`src/rtl/wishbone_sram_bist_master.sv`:
```
// wishbone_sram_bist_master
//   Wishbone classic initiator that runs a write-then-readback self-test of an SRAM slave.
//   WORDS pseudo-random words (Galois LFSR) are written from base_adr_i with a 4-byte stride.
//   They are then read back and compared against the same LFSR sequence.
//   Mismatches are counted, and the address of the first failure is kept.
//   There is a single outstanding transfer and a 1-cycle idle gap after every ack.
//
// Optional feature: define WB_BIST_TIMEOUT_EN to abort the test when a slave fails to ack
// within TIMEOUT_CYCLES stalled cycles. Without it the initiator waits forever and
// timeout_o is tied to 0.
//
// Ports
//   wb_clk_i, wb_rst_i      clock, synchronous active-high reset
//   start_i                 1-cycle start pulse (ignored while busy_o)
//   base_adr_i, seed_i      test base byte address and LFSR seed, sampled on accepted start
//   wbm_*                   Wishbone classic initiator interface
//   busy_o, done_o, pass_o  test status
//   err_count_o             saturating read-mismatch count
//   fail_adr_o              address of first mismatch (0 if none)
//   timeout_o               ack timeout occurred
module wishbone_sram_bist_master #(
  parameter int unsigned WORDS          = 1024,
  parameter int unsigned TIMEOUT_CYCLES = 255
) (
  input  logic        wb_clk_i,
  input  logic        wb_rst_i,
  input  logic        start_i,
  input  logic [31:0] base_adr_i,
  input  logic [31:0] seed_i,
  output logic        wbm_cyc_o,
  output logic        wbm_stb_o,
  output logic        wbm_we_o,
  output logic [3:0]  wbm_sel_o,
  output logic [31:0] wbm_adr_o,
  output logic [31:0] wbm_dat_o,
  input  logic        wbm_ack_i,
  input  logic [31:0] wbm_dat_i,
  output logic        busy_o,
  output logic        done_o,
  output logic        pass_o,
  output logic [15:0] err_count_o,
  output logic [31:0] fail_adr_o,
  output logic        timeout_o
);

  localparam int unsigned IdxW = $clog2(WORDS + 1);

  typedef enum logic [2:0] {StIdle, StWr, StWgap, StRd, StRgap, StDone} state_e;

  state_e           state_q, state_d;
  logic [31:0]      base_q, base_d;
  logic [31:0]      seed_q, seed_d;
  logic [31:0]      lfsr_q, lfsr_d;
  logic [IdxW-1:0]  idx_q, idx_d;
  logic [15:0]      err_q, err_d;
  logic [31:0]      fail_q, fail_d;
  logic             done_q, done_d;
  logic             more_words;

`ifdef WB_BIST_TIMEOUT_EN
  localparam int unsigned TmrW = $clog2(TIMEOUT_CYCLES + 1);
  logic [TmrW-1:0]  timer_q, timer_d;
  logic             timeout_q, timeout_d;
`endif

  function automatic logic [31:0] lfsr_next(input logic [31:0] l);
    return {l[30:0], 1'b0} ^ (l[31] ? 32'h0040_0007 : 32'h0);
  endfunction

  assign more_words = 32'(idx_q) < WORDS;

  always_comb begin
    state_d = state_q;
    base_d  = base_q;
    seed_d  = seed_q;
    lfsr_d  = lfsr_q;
    idx_d   = idx_q;
    err_d   = err_q;
    fail_d  = fail_q;
    done_d  = done_q;
`ifdef WB_BIST_TIMEOUT_EN
    timer_d   = timer_q;
    timeout_d = timeout_q;
`endif
    case (state_q)
      StIdle, StDone: begin
        if (start_i) begin
          base_d  = base_adr_i;
          // An all-zero seed would lock the LFSR at zero.
          seed_d  = (seed_i == 32'h0) ? 32'h1 : seed_i;
          lfsr_d  = (seed_i == 32'h0) ? 32'h1 : seed_i;
          idx_d   = '0;
          err_d   = '0;
          fail_d  = '0;
          done_d  = 1'b0;
          state_d = StWr;
`ifdef WB_BIST_TIMEOUT_EN
          timer_d   = '0;
          timeout_d = 1'b0;
`endif
        end
      end
      StWr, StRd: begin
        if (wbm_ack_i) begin
          if (state_q == StRd && wbm_dat_i != lfsr_q) begin
            if (err_q == 16'h0) fail_d = wbm_adr_o;
            if (err_q != 16'hFFFF) err_d = err_q + 16'd1;
          end
          lfsr_d  = lfsr_next(lfsr_q);
          idx_d   = idx_q + 1'b1;
          state_d = (state_q == StWr) ? StWgap : StRgap;
`ifdef WB_BIST_TIMEOUT_EN
          timer_d = '0;
        end else if (32'(timer_q) >= TIMEOUT_CYCLES - 1) begin
          // This stalled cycle is the TIMEOUT_CYCLES-th one: release the bus now.
          timeout_d = 1'b1;
          done_d    = 1'b1;
          state_d   = StDone;
        end else begin
          timer_d = timer_q + 1'b1;
`endif
        end
      end
      StWgap: begin
        if (more_words) begin
          state_d = StWr;
        end else begin
          lfsr_d  = seed_q;
          idx_d   = '0;
          state_d = StRd;
        end
      end
      StRgap: begin
        if (more_words) begin
          state_d = StRd;
        end else begin
          done_d  = 1'b1;
          state_d = StDone;
        end
      end
      default: state_d = StIdle;
    endcase
  end

  always_ff @(posedge wb_clk_i) begin
    if (wb_rst_i) begin
      state_q <= StIdle;
      base_q  <= '0;
      seed_q  <= '0;
      lfsr_q  <= '0;
      idx_q   <= '0;
      err_q   <= '0;
      fail_q  <= '0;
      done_q  <= 1'b0;
`ifdef WB_BIST_TIMEOUT_EN
      timer_q   <= '0;
      timeout_q <= 1'b0;
`endif
    end else begin
      state_q <= state_d;
      base_q  <= base_d;
      seed_q  <= seed_d;
      lfsr_q  <= lfsr_d;
      idx_q   <= idx_d;
      err_q   <= err_d;
      fail_q  <= fail_d;
      done_q  <= done_d;
`ifdef WB_BIST_TIMEOUT_EN
      timer_q   <= timer_d;
      timeout_q <= timeout_d;
`endif
    end
  end

  assign wbm_cyc_o   = (state_q == StWr) || (state_q == StRd);
  assign wbm_stb_o   = wbm_cyc_o;
  assign wbm_we_o    = (state_q == StWr);
  assign wbm_sel_o   = wbm_stb_o ? 4'hF : 4'h0;
  assign wbm_adr_o   = base_q + (32'(idx_q) << 2);
  assign wbm_dat_o   = lfsr_q;
  assign busy_o      = (state_q == StWr) || (state_q == StWgap) ||
                       (state_q == StRd) || (state_q == StRgap);
  assign done_o      = done_q;
  assign err_count_o = err_q;
  assign fail_adr_o  = fail_q;
`ifdef WB_BIST_TIMEOUT_EN
  assign timeout_o   = timeout_q;
`else
  assign timeout_o   = 1'b0;
`endif
  assign pass_o      = done_q && (err_q == 16'h0) && !timeout_o;

endmodule

```
`config.mk`:
```
export PLATFORM = sky130hd
export DESIGN_NAME = wishbone_sram_bist_master
export DESIGN_NICKNAME = d
export VERILOG_FILES = /design/src/rtl/wishbone_sram_bist_master.sv
export SDC_FILE = /design/constraint.sdc
export NUM_CORES = 1
export LEC_CHECK = 0
export CAP_MARGIN = 40
export CELL_PAD_IN_SITES_DETAIL_PLACEMENT = 0
export CELL_PAD_IN_SITES_GLOBAL_PLACEMENT = 1
export CORE_MARGIN = 1.5
export CORE_UTILIZATION = 37
export CTS_BUF_LIST = sky130_fd_sc_hd__clkbuf_8
export DETAILED_ROUTE_END_ITERATION = 10
export HOLD_SLACK_MARGIN = 0.03
export PLACE_DENSITY_LB_ADDON = 0.1
export SETUP_SLACK_MARGIN = 0.4
export SYNTH_ARGS = -nofsm -noshare
export SYNTH_HDL_FRONTEND = slang
export SYNTH_SLANG_ARGS = --single-unit
```
`constraint.sdc`:
```
create_clock -name wb_clk_i -period 2.9 [get_ports wb_clk_i]
set_input_delay 0.29 -clock wb_clk_i [delete_from_list [all_inputs] [get_ports wb_clk_i]]
set_output_delay 0.29 -clock wb_clk_i [all_outputs]
set_load 0.1 [all_outputs]
```
==> impl_metrics.json, run 1 <==
{
  "drtIter0Drc": 405,
  "place.gp.congestion": 0.839,
  "cp_max_fo": 5,
  "final_common_cell": "nand2_1",
  "netlist.top_cell.by_area": "dfxtp_1",
  "grt_pass1_wl_um": 48400,
  "nets": 1441,
  "min_path_type": "input port to flip-flop",
  "synth_area_leaders": "dfxtp_1 37%, nand2_1 6.9%, a21oi_1 5.9%, xnor2_1 5.0%, a22oi_1 4.8%",
  "p_per_area_mw_per_mm2": 498,
  "timing.rr.start": "idx_q[0]",
  "dp.cells": 1569,
  "grt_pass1_vias": 8720,
  "critPathRequiredTime_ns": 2.61,
  "antenna_left": 0,
  "setup_slack_ns": -0.151,
  "grt_max_degree": 69,
  "period_needed_ns": 3.05,
  "hpwl_um": 21100,
  "start_util_pct": 38.1,
  "fmax_mhz": 328,
  "die_height_um": 156,
  "grt_overflow_total": 0,
  "cts_tree": "built",
  "cts_inserted_buffers": 17,
  "regArea_sq_mm": 0.00323,
  "p_leak_nw": 5.10,
  "yosys_warnings": 0,
  "path_cells": "ha_4 > fa_2 > a21o_1 > a221oi_4 > o21a_4 > buf_12 > nor4_2 > or2_4 > buf_12",
  "insertion_delay_ns": 0.48,
  "finClkSkew_ns": 0.0159,
  "drc": 0,
  "finalHoldViolCount": 0,
  "synth_edf_count": 0,
  "crit_path_end_kind": "output port",
  "startpoint": "idx_q[0]",
  "totalWireLength_um": 30900,
  "synth_cells": 1087,
  "multiInputGateArea_sq_mm": 0.00589,
  "antenna_found_initial": 2,
  "critPathLaunchType": "flip-flop",
  "drt-pass1-iter-count": 4,
  "cpMostUsedCell": "buf_12",
  "syn_nets": 1202,
  "slowest_delay_ns": 0.36,
  "cap_violations": 0,
  "slew_viol_final": 0,
  "synth_ff_type": "dfxtp_1",
  "cpMaxStageDelayCell": "dfxtp_4",
  "outcome": "finished with violations",
  "synth_cell_type_count": 71,
  "cts_sinks": 159,
  "dp_slack_ns": 0.225,
  "grt_usage_pct": 25.2,
  "slew_headroom_pct": 45.8,
  "wl_per_cell_um": 18.7,
  "drive_gt1_share_pct": 28.4,
  "clock_path_buffers": 2,
  "fillCellCount": 2125,
  "portBuffers": 221,
  "layout.cells.non_filler": 1653,
  "yosysTopAreaCellShare_pct": 36.6,
  "ir_drop_mv": 0.269,
  "cts_max_level": 4,
  "worstPathArrival_ns": 2.76,
  "num_io_pins": 223,
  "cts_root_buffer": "clkbuf_8",
  "core-area_sq_mm": 0.0228,
  "fin_util_pct": 57.9,
  "yosys_register_bits": 159,
  "vias": 9136,
  "rsz0062_at_grt": "yes",
  "tightest_slew_ns": 0.813,
  "ys_seq_area_share_pct": 36.6,
  "viasPerCell": 5.53,
  "area_growth_pct": 52.0,
  "final_cell_mix": "159 x nand2_1, 155 x buf_4, 132 x dfxtp_1, 100 x a21oi_1, 98 x clkdlybuf4s50_1",
  "finalCritPeriodShare_pct": 105,
  "cts.clk_slew.worst_paths_ns": 0.10,
  "violations": "setup timing",
  "avgSynthCellArea_sq_um": 8.01,
  "worstHoldStart": "wb_rst_i",
  "fp.dieW_um": 156,
  "crit_type": "flip-flop to output port",
  "async_flop_share_pct": 0,
  "rows": 55,
  "setup_violations": 13,
  "netlist_area_sq_mm": 0.00871,
  "die_area_sq_mm": 0.0245
}
-- critical path, delay by kind of cell (launching register included) --
| family | cells | cell delay [ns] |
|---|---|---|
| AOI/OAI and AO/OA | 3 | 0.81 |
| adders and majority gates | 2 | 0.50 |
| DFF | 1 | 0.36 |
| buffers and inverters | 2 | 0.31 |
| and+or+nand+nor | 2 | 0.31 |
-- cells in the mapped netlist (all sizes together) (10+ instances only) --
master	n
nor4	14
o211a	10
nor3	26
a22oi	57
xor2	20
buf	46
xnor2	50
o21ai	56
and3	10
nand3	26
inv	10
a31o	16
dfxtp	159
nand4	42
nand2	161
a31oi	10
a21oi	103
clkbuf	52
nor2	76
ha	14
o211ai	39
o31ai	12
-- logic make-up after synthesis --
group / share of synthesized area [%]
xor gates and xnor gates: 7.13
adders and majority gates: 2.24
AOI/OAI and AO/OA: 25.8
muxes: 0.345
DFF: 36.6
other: 0.0431
buffers and inverters: 5.96
and+or+nand+nor: 21.9
-- report_power, final --
part           switching, mW  internal, mW
combinational           1.56         0.762
clock                  0.972         0.819
sequential             0.169          2.32
-- per-layer routing --
layer  wire length, um  GRT usage, %  vias to the layer above
li1                  -             -                     4407
met1             13800          33.5                     4413
met2             14800          40.8                      270
met3              1480          4.40                       46
met4               760          9.71                        0
met5                 0             0                        -
-- flip-flops by register name, summed over array words and instances, names as in the netlist --
name	flops
fail_adr_o	32
wbm_dat_o	32
idx_q	11
base_q	32
state_q	3
err_count_o	16
seed_q	32
done_o	1
-- worst paths after layout --
kind,slack [ns],cells past startpoint,to
max reg2reg,0.39,12,fail_adr_o[12]
min reg2reg,0.46,2,seed_q[16]
max,-0.15,9,wbm_adr_o[24]
min,0.13,2,base_q[8]
-- timing repair --
action	in CTS	in global routing
gates cloned	1	0
resized for setup	66	18
endpoints found under the setup margin	33	40
pin swaps	43	23
hold buffers	0	0
buffers inserted	39	11
-- cell type report --
type                    count  area share [%]
inverters                  10           0.284
multi-input cells         820            44.5
repair buffers            318            24.7
diodes                      1          0.0189
clock buffers              18            1.87
flip-flops and latches    159            24.4
clock inverters            14            1.29
well taps                 313            2.96
-- through the flow --
stage | area [sq um] | setup TNS, ns | hold slack (ns) | total power, mW
3_5_place_dp | 12000 | 0 | 0.446 | 4.80
4_1_cts | 13100 | -1.17 | 0.112 | 6.62
3_3_place_gp | 12000 | 0 | 0.442 | 4.79
5_1_grt | 13200 | -3.14 | 0.130 | 6.87
2_1_floorplan | 9360 | 0 | 0.418 | 4.08
6_report | 13200 | -1.27 | 0.131 | 6.59
(Power assumes the default switching activity.)
==> run 2, diff against run 1 <==
--- a/config.mk
+++ b/config.mk
@@ -14,6 +14,7 @@
 export DETAILED_ROUTE_END_ITERATION = 10
 export HOLD_SLACK_MARGIN = 0.03
 export PLACE_DENSITY_LB_ADDON = 0.1
+export RECOVER_POWER = 100
 export SETUP_SLACK_MARGIN = 0.4
 export SYNTH_ARGS = -nofsm -noshare
 export SYNTH_HDL_FRONTEND = slang
==> run 2 against run 1 <==
Against the previous run: the flow still finishes with violations (setup timing); first-iteration DRC count is 7.9% higher; utilization is 2.4 points lower; combinational power is 5% lower; largest power group unchanged; highest routed layer unchanged.
==> impl_metrics.json, run 2 (same netlist as run 1, synthesis figures left out) <==
{
  "layout.cells.non_filler": 1653,
  "rsz0062_at_grt": "yes",
  "dp.cells": 1569,
  "crit_end": "wbm_adr_o[24]",
  "finalCritPeriodShare_pct": 106,
  "cts-hold-fix-buffers": 0,
  "grt_max_degree": 69,
  "drc": 0,
  "power_frac_comb_pct": 34.0,
  "antenna_found_initial": 2,
  "min_path_type": "input port to flip-flop",
  "ir_drop_mv": 0.286,
  "grt_pass1_wl_um": 48400,
  "fillCellCount": 2254,
  "tightest_slew_ns": 1.27,
  "start_util_pct": 38.1,
  "antenna_left": 0,
  "drt-pass1-iter-count": 7,
  "cts_inserted_buffers": 17,
  "power_mw": 6.47,
  "internal_power_mw": 3.79,
  "cts.clk_slew.worst_paths_ns": 0.10,
  "drtIter0Drc": 437,
  "p_leak_nw": 4.68,
  "finClkSkew_ns": 0.0153,
  "slowest_delay_ns": 0.36,
  "setup_slack_ns": -0.160,
  "cts_tree": "built",
  "violations": "setup timing",
  "totalWireLength_um": 31000,
  "p_per_area_mw_per_mm2": 510,
  "final_cell_mix": "159 x nand2_1, 132 x dfxtp_1, 100 x a21oi_1, 98 x clkdlybuf4s50_1, 89 x clkbuf_1",
  "cpMaxStageDelayCell": "dfxtp_4",
  "crit_path_end_kind": "output port",
  "crit_type": "flip-flop to output port",
  "final_common_cell": "nand2_1",
  "clock_path_buffers": 2,
  "grt_overflow_total": 0,
  "die_height_um": 156,
  "place.gp.congestion": 0.839,
  "startpoint": "idx_q[0]",
  "cpMostUsedCell": "buf_12",
  "core-area_sq_mm": 0.0228,
  "grt_usage_pct": 25.2,
  "viasPerCell": 5.51,
  "cp_max_fo": 5,
  "finalSetupTns_ns": -1.34,
  "met3_length_um": 1530,
  "nets": 1441,
  "wl_per_cell_um": 18.8,
  "outcome": "finished with violations",
  "area_growth_pct": 45.7,
  "wl_met1_um": 14000,
  "slew_headroom_pct": 15.0,
  "insertion_delay_ns": 0.48,
  "rows": 55,
  "grt_pass1_vias": 8720,
  "fp.dieW_um": 156,
  "reg2reg_slack_ns": 0.08,
  "critPathLaunchType": "flip-flop",
  "num_io_pins": 223,
  "setup_violations": 12,
  "cts_sinks": 159,
  "cts_max_level": 4,
  "met2WireLength_um": 14800,
  "die_area_sq_mm": 0.0245,
  "worstPathArrival_ns": 2.77,
  "cts_root_buffer": "clkbuf_8",
  "path_cells": "ha_4 > fa_2 > a21o_1 > a221oi_4 > o21a_4 > buf_12 > nor4_2 > or2_4 > buf_12",
  "finalHoldViolCount": 0,
  "critPathRequiredTime_ns": 2.61,
  "r2r_cells": 7,
  "fmax_mhz": 327,
  "routed.top_layer": "met4",
  "swShare_pct": 41.4,
  "timing.rr.start": "state_q[2]",
  "clockPowerShare_pct": 27.7,
  "seq_power_share_pct": 38.4,
  "p_sw_mw": 2.68,
  "vias": 9109,
  "portBuffers": 221,
  "slew_viol_final": 0,
  "cap_violations": 0,
  "drive_gt1_share_pct": 21.1,
  "period_needed_ns": 3.06,
  "r2r-end": "base_q[12]",
  "hpwl_um": 21100
}
## run 2: how the worst min path moves through the flow
stage | from | slack, ns | depth (start not counted) | to
floorplan | base_adr_i[11] | 0.42 | 2 | base_q[11]
global placement | seed_q[31] | 0.44 | 2 | seed_q[31]
detailed placement | seed_q[10] | 0.45 | 2 | seed_q[10]
CTS | wb_rst_i | 0.11 | 2 | base_q[14]
global route | wb_rst_i | 0.13 | 2 | base_q[13]
finish | wb_rst_i | 0.14 | 2 | base_q[8]
## run 2: power groups by stage
stage | Clock, mW | Combinational [mW] | Sequential, mW
after CTS | 1.82 | 2.31 | 2.49
after floorplan | 0 | 1.09 | 2.99
after global routing | 1.92 | 2.32 | 2.51
after detailed placement | 0 | 2.26 | 2.54
after global placement | 0 | 2.26 | 2.54
final | 1.79 | 2.20 | 2.48
## run 2: worst max-delay path, delay by kind of cell (launching register included)
family | cells | cell delay, ns
AOI/OAI and AO/OA | 3 | 0.81
and+or+nand+nor | 2 | 0.31
buffers and inverters | 2 | 0.31
DFF | 1 | 0.36
adders and majority gates | 2 | 0.50
## run 2: cell type report
type,count,area [sq um],share of cell area (%)
Multi-Input combinational cell,820,5850,46.1
Sequential cell,159,3230,25.5
Timing Repair Buffer,318,2760,21.7
Tap cell,313,392,3.09
Clock buffer,18,248,1.95
Clock inverter,14,170,1.34
Inverter,10,37.5,0.296
Antenna cell,1,2.50,0.0197
## run 2: routing by layer
metal	up-vias	track usage, %
li1	4406	-
met1	4372	33.5
met2	286	40.8
met3	45	4.40
met4	0	9.71
met5	-	0
## run 2: stage by stage
stage          worst slack (ns)  util [%]  hold slack (ns)  area [sq um]
2_1_floorplan             0.182         -            0.418          9360
3_3_place_gp              0.233      52.5            0.442         12000
3_5_place_dp              0.225      52.5            0.446         12000
4_1_cts                  -0.150      57.3            0.112         13100
5_1_grt                  -0.269      55.5            0.130         12700
6_report                 -0.160      55.5            0.142         12700
## run 2: what timing repair did
action / in CTS / in global routing
pin swaps: 43 / 23
gates resized for setup: 66 / 18
buffers inserted: 39 / 11
cloned: 1 / 0
endpoints found under the setup margin: 33 / 40
hold endpoints to repair: 0 / 0
==> RTL edit 1: new RTL, settings of run 1 <==
Reset style: asynchronous (`wb_rst_i`), changed in one clocked block. Comments in the files are not updated.
--- a/src/rtl/wishbone_sram_bist_master.sv
+++ b/src/rtl/wishbone_sram_bist_master.sv
@@ -142,7 +142,7 @@
     endcase
   end
 
-  always_ff @(posedge wb_clk_i) begin
+  always_ff @(posedge wb_clk_i or posedge wb_rst_i) begin
     if (wb_rst_i) begin
       state_q <= StIdle;
       base_q  <= '0;
Check against the original RTL: differs if wb_rst_i is asserted again (counterexample within 4 cycles, from zero or initial values and one cycle with wb_rst_i high); with wb_rst_i held inactive, the same outputs for 4 cycles.
==> RTL edit 1 against run 1 <==
The flow still finishes with violations (negative setup slack); sequential cell count did not move; cell area hardly changed; synthesized area down 0.80%; critical path depth did not move; global-route usage shrank 2.8 points; die area fell by 0.79%; routed wire length fell by 13%; setup slack got worse by 0.072 ns; non-clock buffer count shrank 21.
Power is left out: the tool's default activity adds up to more than one toggle a clock period on the data nets, which glitch-free logic cannot reach.
==> RTL edit 1: results (changes against run 1) <==
Clock tree
  – Clock latency on the worst-skew pair: 0.46 ns (was 0.48 ns)
  – Post-CTS setup buffer count: 30 (was 39)
  – Post-cts resize count: 34 (was 66)

Critical path
  – Worst Setup SP: base_q[11] (was idx_q[0])
  – Worst Setup EP: wbm_adr_o[19] (was wbm_adr_o[24])
  – Worst Path Max Fanout: 6 (was 5)
  – Reg-to-reg slack, setup: 0.45 ns (was 0.39 ns)
  – R2R cell count: 10 (was 12)
  – Reg2reg end: fail_adr_o[27] (was fail_adr_o[12])

GRT
  – Largest net degree at the start of global routing: 65 (was 69)
  – All-Layer GR Usage: 0.224 (was 0.252)
  – Initial antenna violation count: 1 (was 2)

Detailed routing
  – Total number of vias: 7,620 (was 9,136)
  – DRT Pass-1 Iters: 5 (was 4)
  – Final WL: 26.8 mm (was 30.9 mm)
  – Initial DRC Count: 419 (was 405)

Layout
  – NumNets Final: 1,242 (was 1,441)
  – Fillers: 1,949 (was 2,125)
  – Finished Cell Area: 13,200 um^2 (about the same)
  – Most common cell after layout, fill and taps aside: dfrtp_1 (was nand2_1)
  – Layout cells sized above 1: 0.358 (was 0.284)

Timing
  – Final setup margin: -0.223 ns (was -0.151 ns)
  – Hold WS: 0.147 ns (was 0.131 ns)
  – Setup-failing EPs final: 21 (was 13)
  – Clk_skew: 0.0180 ns (was 0.0159 ns)
  – Sum of negative setup slack: -3.05 ns (was -1.27 ns)

Synth
  – Xor/xnor cell area share of the yosys netlist: 0.0730 (was 0.0713)
  – Syn_nets: 987 (was 1,202)
  – Compound-Gate Fraction of Synth Area: 0.173 (was 0.258)
  – Top cells by count, synth: dfrtp_1 (159), nor2_1 (91), a21oi_1 (72), mux2_2 (63), nand2_1 (54) (was nand2_1 (160), dfxtp_1 (159), a21oi_1 (102), nor2_1 (73), a22oi_1 (56))
  – Multiplexer share of the synthesized area: 0.0833 (was 0.00345)
  – Cells after Synth: 872 (was 1,087)
  – Post-synth ARST share: 1.00 (was 0)
  – Synth cell types: 66 (was 71)
  – Part of the Yosys area used for sequential elements: 0.461 (was 0.366)

Run status
  – Violations in the final reports: negative setup slack (unchanged)
  – Status: complete, but fails checks (unchanged)

Placed design
  – GPL Wtd Cong: 0.842 (was 0.839)
  – DPL Wire Length: 18.9 mm (was 21.1 mm)
  – Placed cell area: 12,000 um^2 (about the same)
  – Placed insts: 1,377 (was 1,569)
==> RTL edit 1: changes by cell type after synthesis, moves of 19 or more <==
cell      before  now
a21oi_1      102   72
a22oi_1       56   32
clkbuf_1      52   24
dfrtp_1        0  159
dfxtp_1      159    0
mux2_2         0   63
nand2_1      160   54
nand4_1       40   20
nor3_1        23    4
o211ai_1      39    0
o21ai_1       33    4
xnor2_1       50   23
xor2_1        19   49
==> RTL edit 1: routing by layer <==
| metal | part of all wire | GRT usage |
|---|---|---|
| met1 | 0.46 | 0.319 |
| met2 | 0.48 | 0.356 |
| met3 | 0.048 | 0.0411 |
| met4 | 0.0080 | 0.0463 |
| met5 | 0 | 0 |
==> RTL edit 1: layout make-up <==
| cell class | count | area share |
|---|---|---|
| inverters | 27 | 0.0105 |
| clock inverters | 15 | 0.0162 |
| repair buffers | 297 | 0.233 |
| diodes | 1 | 0.000189 |
| multi-input cells | 625 | 0.391 |
| flip-flops and latches | 159 | 0.302 |
| well taps | 313 | 0.0296 |
| clock buffers | 17 | 0.0177 |
==> RTL edit 2: new RTL, flow settings as in run 1 <==
Made on the original files. Add a define of `WB_BIST_TIMEOUT_EN`.
--- a/src/rtl/wishbone_sram_bist_master.sv
+++ b/src/rtl/wishbone_sram_bist_master.sv
@@ -18,6 +18,8 @@
 //   err_count_o             saturating read-mismatch count
 //   fail_adr_o              address of first mismatch (0 if none)
 //   timeout_o               ack timeout occurred
+`define WB_BIST_TIMEOUT_EN
+
 module wishbone_sram_bist_master #(
   parameter int unsigned WORDS          = 1024,
   parameter int unsigned TIMEOUT_CYCLES = 255
Formal check against the unedited RTL: same outputs for any inputs over 4 cycles, from zero or initial values and one cycle with wb_rst_i high; that may be too few to reach the edited logic, so the function may still have changed.
==> RTL edit 2 against run 1 <==
The flow still finishes with violations (negative setup slack); clock skew up 0.0059 ns; synthesized area grew 7.0%; count of clock-buffer cells in the layout up 1; setup slack worse by 0.12 ns; sequential cell count grew 9; cell area up 5.5%; non-clock buffer count grew 14; total power increased by 0.77%; routed wire length grew 6.9%; final cell count is 7.7% higher; die area increased by 6.9%; critical path type unchanged.
==> RTL edit 2: results (changes against run 1) <==
Timing
  – Final setup margin: -0.275 ns (was -0.151 ns)
  – Slew at the pin closest to its max-slew limit: 0.734 ns (was 0.813 ns)
  – Setup-failing EPs final: 24 (was 13)
  – Clk_skew: 0.0218 ns (was 0.0159 ns)
  – Sum of negative setup slack: -3.77 ns (was -1.27 ns)

Layout
  – Ant. Diodes: 0 (was 1)
  – Layout cells sized above 1: 0.288 (was 0.284)
  – NumNets Final: 1,560 (was 1,441)

Synth
  – Top cells by count, synth: nand2_1 (170), dfxtp_1 (168), a21oi_1 (127), nor2_1 (106), clkbuf_1 (57) (was nand2_1 (160), dfxtp_1 (159), a21oi_1 (102), nor2_1 (73), a22oi_1 (56))
  – Synth cell types: 79 (was 71)
  – Post-synth ARST share: 0 (unchanged)
  – Ys flop type: dfxtp_1 (unchanged)
  – Yosys Warn Count: 0 (unchanged)
  – Part of the Yosys area used for sequential elements: 0.361 (was 0.366)
  – Syn_nets: 1,307 (was 1,202)
  – Top cells by area, synth: dfxtp_1 (36%), nand2_1 (6.8%), a21oi_1 (6.8%) (was dfxtp_1 (37%), nand2_1 (6.9%), a21oi_1 (5.9%))

Placed design
  – DP Worst Slack: 0.0338 ns (was 0.225 ns)
  – GPL Wtd Cong: 0.832 (was 0.839)
  – Placed cell area: 12,600 um^2 (was 12,000 um^2)
  – PortBufs: 222 (was 221)
  – DPL Wire Length: 22.5 mm (was 21.1 mm)

Clock tree
  – Clock root cell: clkbuf_8 (unchanged)
  – Clock latency on the worst-skew pair: about 0.47 ns
  – Max clock buf depth: 2 (unchanged)
  – Worst-path clk slew: 0.11 ns
  – Clock H-tree levels: 4 (unchanged)
  – Num CTS Buffers: 17 (unchanged)

GRT
  – Largest net degree at the start of global routing: 141 (was 69)
  – Initial antenna violation count: 0 (was 2)
  – All-Layer GR Usage: 0.248 (was 0.252)
  – First-pass GRT wire length: 51.2 mm (was 48.4 mm)
  – Number of global-route vias before repair: 8,953 (was 8,720)

Critical path
  – Worst Path Max Fanout: 5 (unchanged)
  – CP arrival: 2.89 ns (was 2.76 ns)

Run status
  – Status: complete, but fails checks (unchanged)
  – Violations in the final reports: negative setup slack (unchanged)

Pwr
  – Pleak: 5.30 nW (was 5.10 nW)
  – Peak VDD IR: 0.000302 V (was 0.000269 V)

Detailed routing
  – DRT Pass-1 Iters: 5 (was 4)
  – Initial DRC Count: 734 (was 405)
  – Final WL: 33.0 mm (was 30.9 mm)
  – Via density: 5.51 (was 5.53)

Min path
  – HP Class: primary input to flip-flop (unchanged)
RTL edit 2: cell type report:
| type | instances | area (um^2) |
|---|---|---|
| Fill cell | 2278 | 10600 |
| Inverter | 52 | 248 |
| Sequential cell | 168 | 3400 |
| Tap cell | 324 | 405 |
| Clock inverter | 13 | 98.8 |
| Timing Repair Buffer | 332 | 3330 |
| Multi-Input combinational cell | 872 | 6220 |
| Clock buffer | 19 | 262 |
RTL edit 2: metal layers:
layer | part of all wire | track usage | up-vias
met5 | 0 | 0 | -
met4 | 0.015 | 0.0655 | 0
met3 | 0.059 | 0.0414 | 28
met2 | 0.47 | 0.394 | 320
met1 | 0.46 | 0.348 | 4685
li1 | - | - | 4770
RTL edit 2: logic make-up after synthesis:
kind of cell / after synthesis / synth area share
simple gates: 460 / 0.237
compound gates: 325 / 0.243
flops: 168 / 0.361
buf+inv: 150 / 0.0697
xor+xnor: 68 / 0.0639
fa+ha+maj: 17 / 0.0236
mux: 2 / 0.00228
RTL edit 2: what timing repair did:
item,in CTS,in global routing
pin swaps,43,21
gates resized for setup,94,28
cloned,1,0
setup endpoints to repair,32,46
buffers inserted,43,19
RTL edit 2: through the flow:
| step | instances | hold WS, ns |
|---|---|---|
| floorplan | 1190 | 0.418 |
| CTS | 1761 | 0.325 |
| global placement | 1683 | 0.444 |
| detailed placement | 1685 | 0.447 |
| finish | 1780 | 0.350 |
| global route | 1780 | 0.347 |
RTL edit 2: path summary, 6_finish.rpt:
kind / start / end / slack, ns / cells after the start
max: base_q[2] / wbm_adr_o[24] / -0.28 / 10
min: base_adr_i[20] / base_q[20] / 0.35 / 3
max reg2reg: base_q[2] / fail_adr_o[20] / 0.05 / 17
min reg2reg: seed_q[12] / seed_q[12] / 0.46 / 2
RTL edit 2: critical path, cell delays in order, from the launching register on:
cell and delay, ns:
dfxtp_2 0.36, ha_4 0.14, inv_2 0.03, fa_2 0.34
nor2b_2 0.14, o31a_1 0.22, o221ai_4 0.21, a2111oi_4 0.44
xnor2_2 0.20, clkinvlp_4 0.15, buf_12 0.18
RTL edit 2: where the power goes:
| part | internal (W) | switching [W] | leakage, nW |
|---|---|---|---|
| Sequential | 0.00244 | 0.000170 | 1.38 |
| Combinational | 0.000834 | 0.00160 | 3.74 |
| Clock | 0.000645 | 0.000954 | 0.178 |
| Total | 0.00392 | 0.00273 | 5.30 |
